==> src/rtl/seq_mult_param.sv <==
// Parametrised shift-add sequential multiplier with signed/unsigned mode,
// optional early termination and valid/ready handshakes on both sides.
module seq_mult_param #(
    parameter int A_W        = 8,
    parameter int B_W        = 8,
    parameter int EARLY_TERM = 1
) (
    input  logic             clk,
    input  logic             rst,
    input  logic [A_W-1:0]   a,
    input  logic [B_W-1:0]   b,
    input  logic             ab_signed,
    input  logic             ab_valid,
    output logic             ab_ready,
    output logic [A_W+B_W-1:0] z,
    output logic             z_valid,
    input  logic             z_ready
);

    localparam int Z_W = A_W + B_W;
    localparam int S_W = $clog2(B_W + 1);

    typedef enum logic [1:0] {
        IDLE,
        MULT,
        DONE
    } state_t;

    state_t         state, state_d;
    logic [Z_W-1:0] md, md_d;
    logic [Z_W-1:0] acc, acc_d;
    logic [Z_W-1:0] z_d;
    logic [B_W-1:0] mr, mr_d;
    logic [S_W-1:0] step, step_d;
    logic           neg, neg_d;
    logic           ab_ready_d, z_valid_d;
    logic [A_W-1:0] a_mag;
    logic [B_W-1:0] b_mag;
    logic           term;

    // Negating the most-negative value wraps back to 2^(W-1), which is the
    // correct magnitude when read as W-bit unsigned.
    always_comb begin
        a_mag = (ab_signed && a[A_W-1]) ? -a : a;
        b_mag = (ab_signed && b[B_W-1]) ? -b : b;
        term  = (EARLY_TERM != 0) ? (mr == '0) : (step == S_W'(B_W));
    end

    always_comb begin
        state_d    = state;
        md_d       = md;
        mr_d       = mr;
        acc_d      = acc;
        step_d     = step;
        neg_d      = neg;
        z_d        = z;
        ab_ready_d = ab_ready;
        z_valid_d  = z_valid;

        case (state)
            IDLE: begin
                if (ab_valid && ab_ready) begin
                    md_d       = {{B_W{1'b0}}, a_mag};
                    mr_d       = b_mag;
                    neg_d      = ab_signed & (a[A_W-1] ^ b[B_W-1]);
                    acc_d      = '0;
                    step_d     = '0;
                    ab_ready_d = 1'b0;
                    state_d    = MULT;
                end
            end
            MULT: begin
                if (term) begin
                    z_d       = neg ? -acc : acc;
                    z_valid_d = 1'b1;
                    state_d   = DONE;
                end else begin
                    acc_d  = acc + (mr[0] ? md : '0);
                    md_d   = md << 1;
                    mr_d   = mr >> 1;
                    step_d = step + S_W'(1);
                end
            end
            DONE: begin
                if (z_ready) begin
                    z_valid_d  = 1'b0;
                    ab_ready_d = 1'b1;
                    state_d    = IDLE;
                end
            end
            default: state_d = IDLE;
        endcase
    end

    always_ff @(posedge clk or negedge rst) begin
        if (!rst) begin
            state    <= IDLE;
            md       <= '0;
            mr       <= '0;
            acc      <= '0;
            step     <= '0;
            neg      <= 1'b0;
            z        <= '0;
            ab_ready <= 1'b1;
            z_valid  <= 1'b0;
        end else begin
            state    <= state_d;
            md       <= md_d;
            mr       <= mr_d;
            acc      <= acc_d;
            step     <= step_d;
            neg      <= neg_d;
            z        <= z_d;
            ab_ready <= ab_ready_d;
            z_valid  <= z_valid_d;
        end
    end

endmodule

==> config.mk <==
export PLATFORM = sky130hd
export DESIGN_NAME = seq_mult_param
export DESIGN_NICKNAME = d
export VERILOG_FILES = /design/src/rtl/seq_mult_param.sv
export SDC_FILE = /design/constraint.sdc
export NUM_CORES = 1
export LEC_CHECK = 0
export CAP_MARGIN = 20
export CORE_ASPECT_RATIO = 0.7
export CORE_MARGIN = 3
export CORE_UTILIZATION = 30
export DETAILED_ROUTE_END_ITERATION = 10
export PLACE_DENSITY = 0.55
export SYNTH_ARGS = -nofsm -noshare
export SYNTH_HDL_FRONTEND = slang
export SYNTH_SLANG_ARGS = --single-unit
export TNS_END_PERCENT = 20
==> constraint.sdc <==
create_clock -name clk -period 2.5 [get_ports clk]
set_input_delay 0.25 -clock clk [delete_from_list [all_inputs] [get_ports clk]]
set_output_delay 0.25 -clock clk [all_outputs]
set_load 0.02 [all_outputs]
==> results.cfg <==
[finish]
area_growth_pct = 25.75
layout-drive-gt1-share_pct = 10.44
nets = 533
instances_no_fill = 655
antenna_cells = 0
nFillCells = 1194

[critical_path]
cp-end-kind = flop
crit_arrival_ps = 2590
crit_start = acc[6]
crit_fanout = 4
cp-start-kind = flop
rr_startpoint = acc[6]
cp.required_ps = 2710
worstSetupPathType = reg -> reg

[logic_synthesis]
seq_area_frac_synth_pct = 40.93
syn_avg_cell_area_um2 = 8.387
yosysUniqueCellTypes = 42
yosys_warnings = 0
synthCells = 445
syn_area_mm2 = 0.003732
synthFlopType = dfrtp_1
yosys-top-cells-count = 75 x nand2_1, 64 x o21ai_0, 60 x dfrtp_1, 36 x a21oi_1, 28 x nand3_1
synth-async-reset-ratio_pct = 100.0
yosys_register_bits = 61
synth_nets = 485
yosys.area.top_type = dfrtp_1
synth_top_area_share_pct = 40.23
ys_top_cells_by_area = dfrtp_1 40%, o21ai_0 8.6%, nand2_1 7.5%
yosysMostFrequentCell = nand2_1
synth-edff-count = 0

[cts]
clkTransAtPathRegs_ps = 50
clockBufferDepth = 2
ctsHtreeMaxLevel = 3
root_buffer = clkbuf_16
numCtsBuffers = 9
cts.sinks = 61
cts_tree = built
worstSkewPairLatency_ps = 340

[placed_design]
dp_hpwl_um = 6743
dp_cells = 637
dp_slack_ps = 88.93
port_buffers = 38
routabilityCongestion = 0.8314

[power]
power.total_mw = 5.143
power_density_mw_per_mm2 = 1096
peakVddDrop_mv = 0.5089
p_leak_nw = 2.078

[sta]
setup_slack_ps = 117.2
setup_viol = 0
fin_crit_sh_pct = 95.31
timing.hold.ws_ps = 453.2
max_slew.worst_pin.slew_ps = 756.5
hold_viol = 0
slew_headroom_pct = 49.38
min_period_ps = 2383
clock_skew_ps = 13.04
drv_slew = 0
fmax_mhz = 419.7

[worst_hold_path]
min_path_type = in -> async

[global_route]
grt-ovfl-total = 0
antenna_found_initial = 0
grt_pass1_vias = 2949
grt_pass1_wl_um = 14900
grt_max_degree = 33
track_usage_pct = 13.34

[route]
detail_route.iter0.violations = 125
firstDrtPassIters = 4
wl_per_cell_um = 13.40
via_per_inst = 4.821
drc = 0
wirelength_um = 8774
vias = 3158
postRouteAntennaNets = 0

[die]
die_w_um = 139.3
start_util_pct = 31.28
rows = 33
die_h_um = 99.32
core_mm2 = 0.01193
num_io_pins = 39
die-area_mm2 = 0.01384

[job]
maxCapViolCount = 0

[status]
status = completed
==> report_power, final <==
group | total [mW] | internal, mW | switching, mW
clock network | 1.15 | 0.692 | 0.455
logic | 2.26 | 0.986 | 1.28
registers | 1.73 | 1.37 | 0.360
==> registers in the layout, summed over array words and instances (netlist names) <==
name,flops
ab_ready,1
acc,16
md,16
mr,8
neg,1
state,2
z,16
z_valid,1
==> worst max-delay path, stage by stage, from the launching register on <==
cell and delay [ps]:
dfrtp_1 440, or4_4 580, or4_4 430, or3_4 400, o21ai_2 150, xor2_1 190, o21ai_1 70
==> layout by cell type, fill, tap and decap left out, types with 3 or more instances in the layout <==
master / n
nand3_1: 27
clkbuf_16: 9
xnor2_1: 19
nand2b_1: 4
a31oi_1: 4
buf_4: 15
and2_1: 17
or3_1: 7
ha_1: 18
nor2_1: 14
nand2_1: 75
nor3_1: 3
dfrtp_1: 59
o21ai_2: 3
clkinv_2: 3
nor2b_1: 4
a21oi_1: 34
o21ai_0: 62
a21o_1: 3
o31ai_1: 5
xor2_1: 16
inv_1: 16
o21ai_1: 4
clkdlybuf4s50_1: 37
==> metal layers <==
metal	global-route usage, %	routed length (um)	vias up
li1	-	-	1641
met1	20.53	4942	1456
met2	18.04	3400	57
met3	3.460	372	4
met4	4.060	58	0
met5	0	0	-
==> cell families (layout without fill, tap and decap cells) <==
group | Yosys count | after routing | synth area share, %
AOI/OAI and AO/OA | 129 | 129 | 19.18
xor gates and xnor gates | 35 | 35 | 8.213
adders and majority gates | 19 | 19 | 6.571
buffers and inverters | 34 | 87 | 3.520
DFF | 61 | 61 | 40.93
muxes | 1 | 1 | 0.2682
and+or+nand+nor | 166 | 166 | 21.32
==> through the flow <==
step,setup TNS [ps],utilization (%),instance area (um^2)
4_1_cts,0,38.95,4648
3_3_place_gp,0,36.54,4360
3_5_place_dp,0,36.54,4360
6_report,0,39.33,4693
5_1_grt,-4.030,39.33,4693
2_1_floorplan,0,-,3732
==> final cells by class <==
class                   count  area [um^2]  area share [%]
clock inverters             6        38.79          0.8264
clock buffers              10        239.0           5.092
inverters                  16        60.06           1.280
flip-flops and latches     61         1529           32.58
well taps                 157        196.4           4.186
multi-input cells         350         2112           45.00
repair buffers             55        518.0           11.04
==> worst paths after layout <==
| kind | endpoint | slack [ps] | cells after the start |
|---|---|---|---|
| hold reg to reg | z[7] | 480 | 2 |
| setup / recovery | z[14] | 120 | 6 |
| max in group asynchronous | mr[0] | 1340 | 3 |
| min in group clk | z[7] | 480 | 2 |
| hold / removal | mr[5] | 450 | 2 |
| setup reg to reg | z[14] | 120 | 6 |
==> timing repair <==
| action | 4_1_cts | 5_1_grt |
|---|---|---|
| resized for setup | 0 | 11 |
| buffers inserted | 0 | 1 |
| hold buffers | 1 | 0 |
| setup endpoints to repair | 0 | 6 |
| endpoints found under the hold margin | 22 | 0 |
Power figures use the tool's default switching activity.
